$ cat src/rtl/mat_exec_pkg.sv
// Shared types, op-word layout and helpers for mat_exec_sequencer.
// Optional feature in the top: MXS_TIMEOUT_EN (handshake timeout).
package mat_exec_pkg;

   typedef enum logic [3:0] {
      OPC_STOP = 4'd0,
      OPC_ADD  = 4'd1,
      OPC_SUB  = 4'd2,
      OPC_MUL  = 4'd3,
      OPC_SCA  = 4'd4,
      OPC_TRA  = 4'd5
   } opc_e;

   typedef enum logic [3:0] {
      S_IDLE,
      S_FETCH,
      S_DECODE,
      S_RD_A,
      S_RD_B,
      S_EXEC,
      S_WB_REG,
      S_WB_MEM,
      S_HALT,
      S_ERR
   } state_e;

   localparam int OPC_LSB   = 28;
   localparam int OPC_W     = 4;
   localparam int DST_LSB   = 26;
   localparam int DST_W     = 2;
   localparam int DADDR_LSB = 18;
   localparam int FADDR_W   = 8;
   localparam int S1_BIT    = 17;
   localparam int A1_LSB    = 9;
   localparam int S2_BIT    = 8;
   localparam int A2_LSB    = 0;

   localparam logic [1:0] ERR_NONE    = 2'd0;
   localparam logic [1:0] ERR_OPC     = 2'd1;
   localparam logic [1:0] ERR_TIMEOUT = 2'd2;

   typedef struct packed {
      opc_e               opc;
      logic [DST_W-1:0]   dst;
      logic [FADDR_W-1:0] daddr;
      logic               s1reg;
      logic [FADDR_W-1:0] a1;
      logic               s2reg;
      logic [FADDR_W-1:0] a2;
   } op_fields_t;

   localparam int DIAG_MAX_N = 16;
   localparam int DIAG_MAX_W = DIAG_MAX_N * DIAG_MAX_N * 32;
   localparam int DIAG_IW    = $clog2(DIAG_MAX_W);

   // Callers slice the low n*n*ew bits; the wide return keeps N/EW free.
   function automatic logic [DIAG_MAX_W-1:0] diag_matrix(
      input int         n,
      input int         ew,
      input logic [7:0] scalar
   );
      logic [DIAG_MAX_W-1:0] m;
      logic [DIAG_IW-1:0]    idx;
      m = '0;
      for (int i = 0; i < DIAG_MAX_N; i++) begin
         for (int b = 0; b < 8; b++) begin
            if (i < n && b < ew) begin
               idx    = DIAG_IW'((i * n + i) * ew + b);
               m[idx] = scalar[3'(b)];
            end
         end
      end
      return m;
   endfunction

endpackage

$ cat src/rtl/mat_op_decode.sv
// Combinational split of a 32-bit matrix op word into fields.
// Flags opcodes outside STOP..TRA as illegal.
module mat_op_decode
   import mat_exec_pkg::*;
(
   input  logic [31:0] op_i,
   output op_fields_t  f_o,
   output logic        legal_o
);

   always_comb begin
      f_o.opc   = opc_e'(op_i[OPC_LSB +: OPC_W]);
      f_o.dst   = op_i[DST_LSB +: DST_W];
      f_o.daddr = op_i[DADDR_LSB +: FADDR_W];
      f_o.s1reg = op_i[S1_BIT];
      f_o.a1    = op_i[A1_LSB +: FADDR_W];
      f_o.s2reg = op_i[S2_BIT];
      f_o.a2    = op_i[A2_LSB +: FADDR_W];
      legal_o   = (op_i[OPC_LSB +: OPC_W] <= OPC_TRA);
   end

endmodule

$ cat src/rtl/mat_exec_sequencer.sv
// Matrix-instruction sequencer: fetch, decode, operand read, FU dispatch, writeback.
// Define MXS_TIMEOUT_EN to abort any handshake stalled for TO_CYC cycles.
module mat_exec_sequencer
   import mat_exec_pkg::*;
#(
   parameter int N      = 4,
   parameter int EW     = 16,
   parameter int AW     = 8,
   parameter int PCW    = 4,
   parameter int TO_CYC = 64
) (
   input  logic                clk,
   input  logic                RESET,
   input  logic                start,
   output logic                busy,
   output logic                done,
   output logic                err,
   output logic [1:0]          err_code,
   output logic [PCW-1:0]      op_addr,
   output logic                op_req,
   input  logic                op_ack,
   input  logic [31:0]         op_data,
   output logic [AW-1:0]       mem_addr,
   output logic                mem_we,
   output logic                mem_req,
   input  logic                mem_ack,
   output logic [N*N*EW-1:0]   mem_wdata,
   input  logic [N*N*EW-1:0]   mem_rdata,
   output logic                reg_we,
   output logic                reg_req,
   input  logic                reg_ack,
   output logic [N*N*EW-1:0]   reg_wdata,
   input  logic [N*N*EW-1:0]   reg_rdata,
   output logic [3:0]          fu_op,
   output logic [N*N*EW-1:0]   fu_a,
   output logic [N*N*EW-1:0]   fu_b,
   output logic                fu_req,
   input  logic                fu_ack,
   input  logic [N*N*EW-1:0]   fu_result
);

   localparam int MAT_W = N * N * EW;

   state_e           state_q, state_d;
   logic [PCW-1:0]   pc_q, pc_d;
   logic [31:0]      op_q, op_d;
   logic [MAT_W-1:0] a_q, a_d;
   logic [MAT_W-1:0] b_q, b_d;
   logic [MAT_W-1:0] res_q, res_d;
   logic [1:0]       errc_q, errc_d;
   logic             gap_q, gap_d;

   op_fields_t       f;
   logic             legal;
   logic             two_src;
   logic [MAT_W-1:0] diag_b;

   mat_op_decode u_dec (
      .op_i    (op_q),
      .f_o     (f),
      .legal_o (legal)
   );

   assign two_src  = f.opc inside {OPC_ADD, OPC_SUB, OPC_MUL};
   assign diag_b   = MAT_W'(diag_matrix(N, EW, f.a2));
   assign busy     = !(state_q inside {S_IDLE, S_HALT, S_ERR});
   assign done     = (state_q == S_HALT);
   assign err      = (state_q == S_ERR);
   assign err_code = errc_q;
   assign op_addr  = pc_q;

`ifdef MXS_TIMEOUT_EN
   localparam int TOW = $clog2(TO_CYC + 1);
   logic [TOW-1:0] to_q, to_d;
   logic           req_any, ack_any;
`endif

   always_comb begin
      state_d   = state_q;
      pc_d      = pc_q;
      op_d      = op_q;
      a_d       = a_q;
      b_d       = b_q;
      res_d     = res_q;
      errc_d    = errc_q;
      gap_d     = gap_q;
      op_req    = 1'b0;
      mem_req   = 1'b0;
      mem_we    = 1'b0;
      mem_addr  = '0;
      mem_wdata = '0;
      reg_req   = 1'b0;
      reg_we    = 1'b0;
      reg_wdata = '0;
      fu_req    = 1'b0;
      fu_op     = '0;
      fu_a      = '0;
      fu_b      = '0;
      unique case (state_q)
         S_IDLE, S_HALT, S_ERR: begin
            if (start) begin
               state_d = S_FETCH;
               pc_d    = '0;
               errc_d  = ERR_NONE;
            end
         end
         S_FETCH: begin
            op_req = 1'b1;
            if (op_ack) begin
               op_d    = op_data;
               pc_d    = pc_q + PCW'(1);
               state_d = S_DECODE;
            end
         end
         S_DECODE: begin
            if (!legal) begin
               state_d = S_ERR;
               errc_d  = ERR_OPC;
            end else if (f.opc == OPC_STOP) begin
               state_d = S_HALT;
            end else begin
               state_d = S_RD_A;
            end
         end
         S_RD_A: begin
            reg_req  = f.s1reg;
            mem_req  = !f.s1reg;
            mem_addr = f.s1reg ? '0 : AW'(f.a1);
            if (f.s1reg ? reg_ack : mem_ack) begin
               a_d     = f.s1reg ? reg_rdata : mem_rdata;
               state_d = two_src ? S_RD_B : S_EXEC;
               // back-to-back reads of one port get an idle cycle so req drops
               gap_d   = two_src && (f.s1reg == f.s2reg);
            end
         end
         S_RD_B: begin
            if (gap_q) begin
               gap_d = 1'b0;
            end else begin
               reg_req  = f.s2reg;
               mem_req  = !f.s2reg;
               mem_addr = f.s2reg ? '0 : AW'(f.a2);
               if (f.s2reg ? reg_ack : mem_ack) begin
                  b_d     = f.s2reg ? reg_rdata : mem_rdata;
                  state_d = S_EXEC;
               end
            end
         end
         S_EXEC: begin
            fu_req = 1'b1;
            fu_op  = f.opc;
            fu_a   = a_q;
            fu_b   = (f.opc == OPC_SCA) ? diag_b :
                     (f.opc == OPC_TRA) ? '0 : b_q;
            if (fu_ack) begin
               res_d   = fu_result;
               state_d = f.dst[1] ? S_WB_REG :
                         f.dst[0] ? S_WB_MEM : S_FETCH;
            end
         end
         S_WB_REG: begin
            reg_req   = 1'b1;
            reg_we    = 1'b1;
            reg_wdata = res_q;
            if (reg_ack) state_d = f.dst[0] ? S_WB_MEM : S_FETCH;
         end
         S_WB_MEM: begin
            mem_req   = 1'b1;
            mem_we    = 1'b1;
            mem_addr  = AW'(f.daddr);
            mem_wdata = res_q;
            if (mem_ack) state_d = S_FETCH;
         end
         default: state_d = S_IDLE;
      endcase
`ifdef MXS_TIMEOUT_EN
      req_any = op_req | mem_req | reg_req | fu_req;
      ack_any = (op_req & op_ack) | (mem_req & mem_ack) |
                (reg_req & reg_ack) | (fu_req & fu_ack);
      to_d    = (req_any && !ack_any) ? to_q + TOW'(1) : '0;
      if (req_any && !ack_any && to_q == TOW'(TO_CYC - 1)) begin
         state_d = S_ERR;
         errc_d  = ERR_TIMEOUT;
         to_d    = '0;
      end
`endif
   end

   always_ff @(posedge clk or negedge RESET) begin
      if (!RESET) begin
         state_q <= S_IDLE;
         pc_q    <= '0;
         op_q    <= '0;
         a_q     <= '0;
         b_q     <= '0;
         res_q   <= '0;
         errc_q  <= ERR_NONE;
         gap_q   <= 1'b0;
      end else begin
         state_q <= state_d;
         pc_q    <= pc_d;
         op_q    <= op_d;
         a_q     <= a_d;
         b_q     <= b_d;
         res_q   <= res_d;
         errc_q  <= errc_d;
         gap_q   <= gap_d;
      end
   end

`ifdef MXS_TIMEOUT_EN
   always_ff @(posedge clk or negedge RESET) begin
      if (!RESET) to_q <= '0;
      else        to_q <= to_d;
   end
`endif

endmodule
$ cat config.mk
export PLATFORM = sky130hd
export DESIGN_NAME = mat_exec_sequencer
export DESIGN_NICKNAME = d
export VERILOG_FILES = /design/src/rtl/mat_exec_pkg.sv /design/src/rtl/mat_op_decode.sv /design/src/rtl/mat_exec_sequencer.sv
export SDC_FILE = /design/constraint.sdc
export NUM_CORES = 2
export LEC_CHECK = 0
export ABC_AREA = 1
export CORE_AREA = 2 2 715 717
export DETAILED_ROUTE_END_ITERATION = 10
export DIE_AREA = 0 0 717 719
export PLACE_DENSITY = 0.31
export SETUP_SLACK_MARGIN = 0.02
export SLEW_MARGIN = 25
export SYNTH_ARGS = -nofsm -noshare
export SYNTH_HDL_FRONTEND = slang
export SYNTH_SLANG_ARGS = --single-unit
$ cat constraint.sdc
create_clock -name clk -period 1.7 [get_ports clk]
set_input_delay 0.255 -clock clk [delete_from_list [all_inputs] [get_ports clk]]
set_output_delay 0.255 -clock clk [all_outputs]
set_load 0.005 [all_outputs]
==> flow_metrics.tcl <==
set metrics [dict create \
    synthCells 5799 \
    peakVddDrop_v 0.0008604 \
    h-tree-depth 3 \
    ff2ff_setup_slack_ns -0.64 \
    r2r_start "state_q[3]" \
    path_max_fanout 18 \
    min_delay_path_depth 5 \
    final_area_sq_um 85360 \
    dp_slack_ns -0.9027 \
    final-setup-viol-count 1825 \
    worst_clock_skew_ns 0.06728 \
    ys_ff_latch 810 \
    numPortBuffers 1856 \
    rows 262 \
    start_util_pct 8.358 \
    die_area_sq_um 515500 \
    tightest_slew_ns 0.6813 \
    ys_types 34 \
    relSlewSlack_pct 54.10 \
    top_level_ports 1858 \
    r2r_cells 11 \
    final_cells 15391 \
    drt_pass1_iterations 5 \
    final_util_pct 16.81 \
    yosysSeqAreaShare_pct 47.76 \
    finalMaxSlewViolations 0 \
    drtIter0Drc 3770 \
    hold_path.startpoint "mem_rdata[86]" \
    syn_area_sq_um 42440 \
    antenna_found_initial 233 \
    path_class "register to primary output" \
    whs_endpoint "b_q[86]" \
    ys_warn_count 0 \
    min-delay-path-class "primary input to register" \
    grt_pass1_vias 51128 \
    drv_cap 0 \
    setup_slack_ns -1.501 \
    cts.sinks 810 \
    cts_tree "yes" \
    grt_pass1_wl_um 544700 \
    dp.cells 14628 \
    grt_max_degree 103 \
    drive_gt1_share_pct 17.28 \
    coreArea_sq_um 507800 \
    r2r_end "res_q[239]" \
    cp.required_ns 1.44 \
    post-route-min-period_ns 3.201 \
    status "complete, but fails checks" \
    die_h_um 719 \
    fmax_ghz 0.3124 \
    place_area_sq_um 75360 \
    violations "setup timing" \
    hold_viol 0 \
    gr-total-overflow 0 \
    cts.clk_slew.worst_paths_ns 0.07 \
    clock_latency_ns 0.91 \
    dr_total_vias 51222 \
    hpwl_um 365900 \
    rsz0062_at_grt "yes" \
    gp_congestion 0.9065 \
    holdWs_ns 0.1014 \
    nets 9281 \
    crit_arrival_ns 2.95 \
    end_kind "primary output" \
    syn_nets 6607 \
    track_usage_pct 16.09 \
    clockBufferDepth 4 \
    cp-start-kind "register" \
    final_antenna_net_count 0 \
    fin_crit_sh_pct 188.3 \
    drc_errors 0 \
    viasPerCell 3.328 \
    p_leak_nw 38.79 \
    die_x_um 717 \
    synth.avg_cell_area_sq_um 7.318 \
    cts_made_buffers 125 \
    wirelength_um 431700 \
    cts-root-buf "clkbuf_16" \
    power_density_nw_per_um2 1381 \
    area_growth_pct 101.1 \
    wl_per_cell_um 28.05 \
]
## power by group
| group | switching, W | leakage, nW | internal (W) |
|---|---|---|---|
| Clock | 0.0113 | 2.12 | 0.0163 |
| Sequential | 0.00248 | 9.25 | 0.0289 |
| Combinational | 0.0377 | 27.4 | 0.0211 |
## worst max-delay path, stage by stage (launching register included)
cell and delay [ns]:
dfrtp_1 0.38, inv_2 0.09, nand2_4 0.06, nor2_4 0.17
inv_8 0.07, buf_12 0.15, buf_16 0.19, buf_16 0.18
nor3_1 0.20, clkdlybuf4s50_1 0.55
## sequential cells by signal, summed over array words and instances, names as in the netlist
| signal | cells |
|---|---|
| a_q | 256 |
| b_q | 256 |
| err_code | 1 |
| op_q | 32 |
| gap_q | 1 |
| state_q | 4 |
| res_q | 256 |
| op_addr | 4 |
## cells by family after synthesis
logic type	share of synthesized area (%)
fa+ha+maj	0.02948
simple gates	20.16
other cells	0.008836
buf+inv	14.17
compound gates	17.16
xor+xnor	0.02064
mux	0.6899
flops	47.76
## cell usage after synthesis, drive strengths merged
| library cell | instances | area (sq um) |
|---|---|---|
| inv | 1047 | 3930 |
| clkinv | 2 | 7.510 |
| conb | 1 | 3.750 |
| ha | 1 | 12.51 |
| a22o | 1 | 8.760 |
| o221ai | 1 | 8.760 |
| dfrtp | 810 | 20270 |
| buf | 270 | 1485 |
| xor2 | 1 | 8.760 |
| nor2 | 1055 | 3994 |
| nand3 | 23 | 120.1 |
| mux2 | 26 | 292.8 |
| or2 | 1 | 6.260 |
| nor3 | 243 | 1267 |
| clkbuf | 158 | 593.1 |
| nand3b | 1 | 7.510 |
| a22oi | 8 | 60.06 |
| o21ai | 772 | 3864 |
| nand2 | 839 | 3159 |
| a21oi | 282 | 1411 |
| o211ai | 257 | 1929 |
## per-stage QoR
stage | TNS [ns] | total power, W
after global routing | -1819.55 | 0.1253
after floorplan | 0 | 0.05205
final | -1547.46 | 0.1179
after detailed placement | -908.35 | 0.08853
after global placement | -924.56 | 0.08869
after CTS | -1822.91 | 0.1200
## final cells by class
class	count	area, sq um
diodes	81	202.7
repair inverters	4	56.30
repair buffers	2971	31310
multi-input cells	3512	16800
well taps	6732	8423
flip-flops and latches	810	20270
fillers	57654	422400
inverters	1049	3995
clock inverters	49	544.3
clock buffers	183	3756
## worst max-delay path by stage
stage                     from        endpoint  slack, ns  cells past startpoint
floorplan           state_q[1]       fu_b[179]       0.03                      7
global placement    state_q[3]  mem_wdata[184]      -0.96                      9
detailed placement  state_q[0]    reg_wdata[4]      -0.90                      9
CTS                 state_q[3]   mem_wdata[85]      -1.66                     10
global route        state_q[3]   mem_wdata[49]      -1.64                     10
finish              state_q[3]       fu_b[236]      -1.50                      9
## placed cells by master (no fill, tap or decap), types with 35 or more instances in the layout
master and instances:
clkdlybuf4s50_1 1419, inv_1 1038, nor2_1 974, nand2_1 834, dfrtp_1 809, o21ai_0 668
buf_4 575, dlygate4sd3_1 373, a21oi_1 282, buf_12 274, o211ai_1 257, nor3_1 200
clkbuf_16 129, o21ai_1 104, diode_2 81, buf_2 75, dlymetal6s2s_1 59, clkbuf_2 59
nor2_2 41, clkbuf_8 41, nor2_4 39, buf_6 35
## routing by layer
| layer | share of wire (%) | routed length [um] | up-vias | GRT usage, % |
|---|---|---|---|---|
| li1 | - | - | 23552 | - |
| met1 | 42 | 182000 | 25171 | 20.19 |
| met2 | 45 | 192600 | 1922 | 25.40 |
| met3 | 11 | 48030 | 485 | 7.332 |
| met4 | 2.0 | 8552 | 92 | 2.821 |
| met5 | 0.14 | 583 | - | 0 |
## repair_timing
action / in CTS / in global routing
hold endpoints to repair: 1172 / 0
hold buffers: 373 / 0
buffers inserted: 43 / 7
cloned: 26 / 4
resized for setup: 540 / 401
endpoints found under the setup margin: 1826 / 1859
pin swaps: 13 / 2
(Power assumes the default switching activity.)
